[config.mk]
export PLATFORM = sky130hd
export DESIGN_NAME = counter_arbiter
export DESIGN_NICKNAME = d
export VERILOG_FILES = /design/src/rtl/counter_arb_pkg.sv /design/src/rtl/counter_arbiter_rr_pick.sv /design/src/rtl/counter_arbiter.sv
export SDC_FILE = /design/constraint.sdc
export NUM_CORES = 1
export LEC_CHECK = 0
export CAP_MARGIN = 25
export CORE_UTILIZATION = 30
export CTS_BUF_LIST = sky130_fd_sc_hd__clkbuf_2 sky130_fd_sc_hd__clkbuf_4 sky130_fd_sc_hd__clkbuf_8
export CTS_CLUSTER_SIZE = 28
export DETAILED_ROUTE_END_ITERATION = 10
export SETUP_SLACK_MARGIN = 0.05
export SLEW_MARGIN = 20
export SYNTH_ARGS = -nofsm -noshare
export SYNTH_HDL_FRONTEND = slang
export SYNTH_SLANG_ARGS = --single-unit
[constraint.sdc]
create_clock -name clk -period 3.2 [get_ports clk]
set_input_delay 0.32 -clock clk [delete_from_list [all_inputs] [get_ports clk]]
set_output_delay 0.32 -clock clk [all_outputs]
set_load 0.1 [all_outputs]
[src/rtl/counter_arb_pkg.sv]
// Shared types and default constants for the counter arbiter.
package counter_arb_pkg;

   typedef enum logic [1:0] {
      RUN    = 2'd0,
      REINIT = 2'd1,
      SETTLE = 2'd2
   } arb_state_t;

   localparam int DEF_AMT_W   = 2;
   localparam int DEF_VAL_W   = 4;
   localparam int DEF_MAX_VAL = 10;
   localparam int STATS_W     = 16;

endpackage

[src/rtl/counter_arbiter_rr_pick.sv]
// Round-robin picker: first set request at or after ptr, wrapping around N.
module rr_pick #(
   parameter int N  = 4,
   parameter int PW = (N > 1) ? $clog2(N) : 1
) (
   input  logic [N-1:0]  req,
   input  logic [PW-1:0] ptr,
   output logic [N-1:0]  grant,
   output logic [PW-1:0] grant_idx,
   output logic          any
);

   logic [PW-1:0] j_idx;

   // Scan from farthest to nearest offset so the nearest hit wins.
   always_comb begin
      grant     = '0;
      grant_idx = '0;
      any       = 1'b0;
      j_idx     = '0;
      for (int k = N - 1; k >= 0; k--) begin
         j_idx = PW'((int'(ptr) + k) % N);
         if (req[j_idx]) begin
            grant        = '0;
            grant[j_idx] = 1'b1;
            grant_idx    = j_idx;
            any          = 1'b1;
         end
      end
   end

endmodule

[src/rtl/counter_arbiter.sv]
// Arbitrates NUM_REQ requesters onto a shared modulo up/down counter, with reinit sequencing.
// Optional COUNTER_ARB_STATS_EN adds stall_cycles / grant_cycles counters.
module counter_arbiter
   import counter_arb_pkg::*;
#(
   parameter int NUM_REQ = 4,
   parameter int AMT_W   = DEF_AMT_W,
   parameter int VAL_W   = DEF_VAL_W,
   parameter int MAX_VAL = DEF_MAX_VAL
) (
   input  logic                     clk,
   input  logic                     rst,
   input  logic [NUM_REQ-1:0]       req_valid,
   input  logic [NUM_REQ-1:0]       req_dir,
   input  logic [NUM_REQ*AMT_W-1:0] req_amt,
   output logic [NUM_REQ-1:0]       req_ready,
   input  logic                     reinit_req,
   input  logic [VAL_W-1:0]         reinit_value,
   output logic                     reinit_ack,
   input  logic [VAL_W-1:0]         cnt_value,
   output logic [AMT_W-1:0]         cnt_incr,
   output logic                     cnt_incr_valid,
   output logic [AMT_W-1:0]         cnt_decr,
   output logic                     cnt_decr_valid,
   output logic                     cnt_reinit,
   output logic [VAL_W-1:0]         cnt_initial_value,
   output logic                     at_zero,
   output logic                     at_max
`ifdef COUNTER_ARB_STATS_EN
   ,
   output logic [STATS_W-1:0]       stall_cycles,
   output logic [STATS_W-1:0]       grant_cycles
`endif
);

   localparam int PW = (NUM_REQ > 1) ? $clog2(NUM_REQ) : 1;

   arb_state_t         state_reg, state_next;
   logic [PW-1:0]      inc_ptr_reg, inc_ptr_next;
   logic [PW-1:0]      dec_ptr_reg, dec_ptr_next;
   logic [NUM_REQ-1:0] inc_cand, dec_cand;
   logic [NUM_REQ-1:0] inc_grant, dec_grant;
   logic [PW-1:0]      inc_idx, dec_idx;
   logic               inc_any, dec_any;
   logic [AMT_W-1:0]   amt_arr [NUM_REQ];
   logic               at_zero_reg, at_max_reg;

   genvar gi;
   generate
      for (gi = 0; gi < NUM_REQ; gi++) begin : g_split
         assign amt_arr[gi]  = req_amt[gi*AMT_W +: AMT_W];
         assign inc_cand[gi] = req_valid[gi] & req_dir[gi];
         assign dec_cand[gi] = req_valid[gi] & ~req_dir[gi];
      end
   endgenerate

   rr_pick #(.N(NUM_REQ), .PW(PW)) u_inc_pick (
      .req(inc_cand), .ptr(inc_ptr_reg),
      .grant(inc_grant), .grant_idx(inc_idx), .any(inc_any)
   );

   rr_pick #(.N(NUM_REQ), .PW(PW)) u_dec_pick (
      .req(dec_cand), .ptr(dec_ptr_reg),
      .grant(dec_grant), .grant_idx(dec_idx), .any(dec_any)
   );

   function automatic logic [PW-1:0] ptr_after(input logic [PW-1:0] idx);
      return (idx == PW'(NUM_REQ - 1)) ? '0 : idx + 1'b1;
   endfunction

   always_ff @(posedge clk) begin
      if (rst) begin
         state_reg   <= RUN;
         inc_ptr_reg <= '0;
         dec_ptr_reg <= '0;
         at_zero_reg <= 1'b0;
         at_max_reg  <= 1'b0;
      end else begin
         state_reg   <= state_next;
         inc_ptr_reg <= inc_ptr_next;
         dec_ptr_reg <= dec_ptr_next;
         at_zero_reg <= (cnt_value == '0);
         at_max_reg  <= (cnt_value == VAL_W'(MAX_VAL));
      end
   end

   // Outputs are forced idle while rst is high so the counter sees nothing spurious.
   always_comb begin
      state_next        = state_reg;
      inc_ptr_next      = inc_ptr_reg;
      dec_ptr_next      = dec_ptr_reg;
      req_ready         = '0;
      cnt_incr          = '0;
      cnt_incr_valid    = 1'b0;
      cnt_decr          = '0;
      cnt_decr_valid    = 1'b0;
      cnt_reinit        = 1'b0;
      cnt_initial_value = '0;
      reinit_ack        = 1'b0;
      if (!rst) begin
         case (state_reg)
            RUN: begin
               if (reinit_req) begin
                  state_next = REINIT;
               end else begin
                  req_ready = inc_grant | dec_grant;
                  if (inc_any) begin
                     cnt_incr       = amt_arr[inc_idx];
                     cnt_incr_valid = 1'b1;
                     inc_ptr_next   = ptr_after(inc_idx);
                  end
                  if (dec_any) begin
                     cnt_decr       = amt_arr[dec_idx];
                     cnt_decr_valid = 1'b1;
                     dec_ptr_next   = ptr_after(dec_idx);
                  end
               end
            end
            REINIT: begin
               cnt_reinit        = 1'b1;
               cnt_initial_value = reinit_value;
               reinit_ack        = 1'b1;
               state_next        = SETTLE;
            end
            SETTLE: begin
               state_next = reinit_req ? REINIT : RUN;
            end
            default: state_next = RUN;
         endcase
      end
   end

   assign at_zero = at_zero_reg;
   assign at_max  = at_max_reg;

`ifdef COUNTER_ARB_STATS_EN
   logic [STATS_W-1:0] stall_cycles_reg, grant_cycles_reg;

   always_ff @(posedge clk) begin
      if (rst) begin
         stall_cycles_reg <= '0;
         grant_cycles_reg <= '0;
      end else begin
         if (|(req_valid & ~req_ready) && (stall_cycles_reg != '1))
            stall_cycles_reg <= stall_cycles_reg + 1'b1;
         if (|req_ready && (grant_cycles_reg != '1))
            grant_cycles_reg <= grant_cycles_reg + 1'b1;
      end
   end

   assign stall_cycles = stall_cycles_reg;
   assign grant_cycles = grant_cycles_reg;
`endif

endmodule
### After elaboration in Yosys (flattened, before gate mapping)

Index checks and enable logic that the tools add are counted.
Widths: inputs -> output; s select.

* register bits: 8

* muxes and demuxes: 90
* reduce and logical (&&, ||, !) cells: 12
* $lt $le $gt $ge: 18
* bitwise gates (word level): 16
* add/sub/neg operators: 8
* eq/ne operators: 6

Operator list (number)
* $mux 4: 13
* $mux 2: 23
* $mux 1: 35
* $lt 2x3->1 const B: 8
* $bmux 1 s2: 8
* $demux 1 s2: 8
* $ge 2x1->1 const B: 8
* $add 2x1->2 const B: 4
* $add 2x2->2 const B: 4
* $and 1x1->1: 8
* $bmux 2 s2: 2
* $logic_and 1x1->1: 8
* $eq 2x2->1 const B: 3
* $ge 3x3->1 const B: 2
* $not 2->3: 2
* $pmux 2 s3: 1
* $reduce_and 3->1: 2
* $not 1->1: 5
* $eq 4x4->1 const B: 1
* $logic_not 4->1: 1
* $or 4x4->4: 1
* $eq 2x1->1 const B: 1
* $logic_not 2->1: 1
* $ne 2x2->1 const B: 1

### Logic depth before layout (Yosys ltp)

* depth in word-level cells: 16
* mapped depth: 10
* mapped depth without buffers: 8

### Cells and area by module

Synthesis repeated with hierarchy kept, for this count alone.

* cell total of the unflattened synthesis: 182
* area, all modules: 1636.6 sq um

By module, submodules not included
* rr_pick: area each 509.2 sq um, times used 2, cells an instance 61
* counter_arbiter: area each 618.1 sq um, times used 1, cells an instance 60

### Worst setup path before layout

No wires, ideal clock.

* path type: register -> output
* from: reg dec_ptr_reg[0]
* to: out req_ready[0]
* stages on the path, launching flop included: 8
* arrival time: 3.908 ns
* path slack: -1.028 ns
* cell sequence: dfxtp_1 clkbuf_2 inv_1 ha_1 mux4_2 nor2_1 a221oi_1 o31ai_1

* word-level cells in the longest chain between the ends: 13
* elaborated cells on any way between the ends: 39

Ends and longest elaborated chain
* start: declaration: RTL line counter_arbiter.sv:40 `logic [PW-1:0] dec_ptr_reg, dec_ptr_next;`
* start signal: assignment: RTL line counter_arbiter.sv:81 `dec_ptr_reg <= dec_ptr_next;`
* $add 2x2->2: RTL line counter_arbiter_rr_pick.sv:22 `j_idx = PW'((int'(ptr) + k) % N);`
* $lt 2x3->1 (implied by the code) / $ge 2x1->1 (equally long branches): RTL line counter_arbiter_rr_pick.sv:25 `grant[j_idx] = 1'b1;`
* $logic_and 1x1->1 (implied by the code): RTL line counter_arbiter_rr_pick.sv:25
* $mux 1 (implied by the code): RTL line counter_arbiter_rr_pick.sv:25
* $demux 1 s2
* $mux 4 (3 in a row): RTL line counter_arbiter_rr_pick.sv:23 `if (req[j_idx]) begin`
* $mux 4 (*): RTL line counter_arbiter_rr_pick.sv:23
* $or 4x4->4 (*): RTL line counter_arbiter.sv:106 `req_ready = inc_grant | dec_grant;`
* $mux 4 (*): RTL line counter_arbiter.sv:103 `if (reinit_req) begin`
* $mux 4 (*): RTL line counter_arbiter.sv:101 `case (state_reg)`
* $mux 4 (*): RTL line counter_arbiter.sv:100 `if (!rst) begin`
* end: declaration: RTL line counter_arbiter.sv:16 `output logic [NUM_REQ-1:0] req_ready,`

Mark *: on every way between the ends. The rest lies on a longest branch, timed or not. The select of a mux whose other input is x is not followed.

### Worst setup path in the final report

* from: in req_valid[1]
* to: out cnt_decr[1]

* word-level cells in the longest chain between the ends: 15
* elaborated cells on any way between the ends: 25

Ends and longest elaborated chain
* start: declaration: RTL line counter_arbiter.sv:13 `input logic [NUM_REQ-1:0] req_valid,`
* $and 1x1->1 (*): RTL line counter_arbiter.sv:53 `assign dec_cand[gi] = req_valid[gi] & ~req_dir[gi];`
* $bmux 1 s2: RTL line counter_arbiter_rr_pick.sv:23
* $mux 1 (implied by the code): RTL line counter_arbiter_rr_pick.sv:23
* $mux 2 (4 in a row): RTL line counter_arbiter_rr_pick.sv:23
* $not 2->3 (implied by the code): RTL line counter_arbiter.sv:113 `cnt_decr = amt_arr[dec_idx];`
* $bmux 2 s2: RTL line counter_arbiter.sv:113
* $mux 2 (implied by the code) (2 in a row): RTL line counter_arbiter.sv:113
* $mux 2 (*): RTL line counter_arbiter.sv:112 `if (dec_any) begin`
* $mux 2 (*): RTL line counter_arbiter.sv:103
* $mux 2 (*): RTL line counter_arbiter.sv:101
* $mux 2 (*): RTL line counter_arbiter.sv:100
* end: declaration: RTL line counter_arbiter.sv:23 `output logic [AMT_W-1:0] cnt_decr,`

Marks and branches as above.

==> impl_metrics.yaml <==
power:
  leakagePower_uw: 0.000901
  switching_share_pct: 46.3
  intPower_uw: 435
  pwr-share-comb_pct: 70.5
  vdd_ir_drop_max_mv: 0.194
  pwr-share-seq_pct: 14.7
  clkPwrFrac_pct: 14.8
  p_sw_uw: 374
  p_per_area_nw_per_um2: 339
synth:
  syn_inst: 208
  synthArstFlopShare_pct: 0
  syn_area_per_cell_sq_um: 7.64
  syn-cell-area_sq_um: 1590
  yosysUniqueCellTypes: 50
  synthSimpleGateAreaFrac_pct: 33.9
  synth_edf_count: 0
  syn_nets: 243
  muxShareOfSynthArea_pct: 16.2
  yosys.area_share.adder_pct: 6.30
  synth-main-ff-cell: "dfxtp_1"
  synth_top_family_by_area: "simple AND/OR/NAND/NOR gates"
  synth_seq_cells: 8
  synth-compound-area-share_pct: 28.3
  synth-seq-area-share_pct: 10.1
  yosysWarningCount: 0
  synth-xor-area-share_pct: 0
timing:
  hold_violations: 0
  fin_skew_ps: 0.590
  max_freq_mhz: 326
  relSlewSlack_pct: 34.2
  slew_viol_final: 0
  post-route-period-util_pct: 95.7
  finalSetupViolCount: 0
  tightest_slew_ps: 984
  period_needed_ps: 3060
  rsz0062_at_grt: "true"
  worst_slack_ps: 137
  finalSetupTns_ps: 0
setup_path:
  startpoint: "req_valid[1]"
  critical_path.max_fanout: 8
  rr_worst_depth: 10
  crit_path_end_kind: "output pin"
  required_ps: 2880
  cp-start-kind: "input port"
  worstPathArrival_ps: 2740
  slowest_delay_ps: 600
  reg2reg_from: "inc_ptr_reg[0]$_SDFFE_PP0N_"
  slowest_stage: "clkdlybuf4s50_1"
  crit_type: "in2out"
  r2r-end: "inc_ptr_reg[1]$_SDFFE_PP0N_"
  reg2reg_slack_ps: 1000
  crit_chain: "clkdlybuf4s50_1, nor2b_2, mux4_2, a21bo_2, a21oi_1, or4_1, o211ai_1, buf_12"
  setup.worst_path.end: "cnt_decr[1]"
placement:
  port_buffers: 44
  post-place-ws_ps: 33.7
  dp_hpwl_microns: 3780
  numPlacedInstances: 323
  gp_congestion: 0.895
  dpl_cell_area_sq_um: 2320
finish:
  n_antenna_cell: 0
  finalInstanceArea_sq_um: 2390
  final_cell_mix: "clkdlybuf4s50_1 (25), nand2_1 (21), buf_4 (21)"
  final_nets: 293
  drive_above_1_share_pct: 28.1
  syn_to_final_growth_pct: 50.2
  final_util_pct: 46.7
  layout_commonest_cell: "clkdlybuf4s50_1"
  stdcell_count: 326
clocking:
  cts-root-buf: "clkbuf_8"
  cts.clk_slew.worst_paths_ps: 40
  clock_sinks: 8
  cts_tree: "done"
  numCtsBuffers: 3
  clk_latency_ps: 230
  h-tree-depth: 1
  clk_path_buf_depth: 2
min_path:
  hold_path_class: "reg2reg"
  hp-start: "state_reg[0]$_SDFFE_PP0P_"
die:
  start_util_pct: 31.1
  coreArea_sq_um: 5110
  die_x_microns: 74.8
  die_area_sq_um: 5590
  die_y_microns: 74.8
  num_io_pins: 45
  rows: 26
drt:
  drtIter0Drc: 65
  drt-wirelength-per-cell_microns: 14.0
  dr.pass1.iters: 4
  viasPerCell: 5.59
  drt-total-wl_microns: 4580
  drcViolationCount: 0
  vias: 1822
  final_antenna_net_count: 0
global_routing:
  grt_pass1_vias: 1724
  met2_usage_pct: 29.9
  met3_usage_pct: 2.01
  gr-max-usage-layer: "met2"
  grt_use_met1_pct: 22.6
  grt_max_degree: 16
  antenna_found_initial: 0
  track_usage_pct: 17.3
  grt_overflow: 0
  grt_first_pass_wirelength_microns: 7640
status:
  status: "finished, final reports clean"
flow_run:
  drv_cap: 0
critical path: cells and delay by family:
family	cells	cell delay, ps
AOI/OAI and AO/OA	3	500
buffers and inverters	2	820
muxes	1	320
and+or+nand+nor	2	770
metal layers:
metal,up-vias,part of all wire (%)
met5,-,0
met1,853,45
met3,5,5.5
li1,904,-
met2,60,48
met4,0,1.0
cells in the mapped netlist, types with 2 or more instances:
library cell | number | area, sq um
nor3_1 | 5 | 25.0
o22ai_1 | 5 | 31.3
clkbuf_1 | 5 | 18.8
ha_1 | 8 | 100
or3b_1 | 2 | 17.5
nor3b_1 | 3 | 22.5
a31oi_1 | 2 | 12.5
buf_2 | 5 | 25.0
o31ai_1 | 6 | 45.0
mux2i_1 | 4 | 40.0
nor2_1 | 15 | 56.3
a21oi_1 | 10 | 50.1
nand3b_1 | 5 | 37.5
nand2_1 | 21 | 78.8
nor2b_1 | 2 | 12.5
o21ai_1 | 3 | 15.0
a21bo_1 | 3 | 30.0
o21ai_0 | 5 | 25.0
or4_1 | 4 | 30.0
o32ai_1 | 3 | 26.3
nand3_1 | 6 | 30.0
or3_1 | 5 | 31.3
nor2b_2 | 2 | 17.5
mux2_2 | 4 | 45.0
o211ai_1 | 6 | 45.0
mux4_2 | 7 | 158
inv_1 | 3 | 11.3
dfxtp_1 | 8 | 160
a221oi_1 | 8 | 70.1
nor4_1 | 3 | 18.8
and2_1 | 13 | 81.3
nand2b_1 | 9 | 56.3
power by group through the flow:
| stage | registers [uW] | logic, uW | clock network (uW) |
|---|---|---|---|
| 6_report | 119 | 571 | 119 |
| 5_1_grt | 121 | 612 | 128 |
| 4_1_cts | 119 | 566 | 125 |
| 3_5_place_dp | 121 | 562 | 0 |
| 3_3_place_gp | 121 | 561 | 0 |
| 2_1_floorplan | 119 | 398 | 0 |
kinds of logic after synthesis:
kind of cell / Yosys count
simple gates: 98
compound gates: 61
buf+inv: 17
mux: 16
fa+ha+maj: 8
flops: 8
timing repair:
item | 4_1_cts | 5_1_grt
setup endpoints to repair | 4 | 8
buffers inserted | 0 | 0
pin swaps | 0 | 1
gates resized for setup | 3 | 7
hold buffers | 0 | 0
cloned | 0 | 0
layout make-up:
class / instances / area [sq um]
fill: 538 / 2720
timing repair buffer: 58 / 622
tap: 70 / 87.6
multi-input combinational: 183 / 1460
clock buffer: 3 / 41.3
sequential: 8 / 163
inverter: 4 / 17.5
worst min-delay path by stage:
stage / slack [ps] / cells past startpoint / end
after CTS: 460 / 1 / state_reg[0]$_SDFFE_PP0P_
after floorplan: 400 / 1 / at_zero$_SDFF_PP0_
final: 460 / 1 / state_reg[0]$_SDFFE_PP0P_
after global placement: 440 / 1 / state_reg[0]$_SDFFE_PP0P_
after detailed placement: 460 / 1 / state_reg[0]$_SDFFE_PP0P_
after global routing: 500 / 1 / state_reg[0]$_SDFFE_PP0P_
per-stage QoR:
step,total power [uW],hold WS [ps]
global placement,682,444
CTS,810,464
detailed placement,683,464
finish,809,460
floorplan,517,397
global route,861,498
No activity file was read; power rests on OpenSTA's default activity.
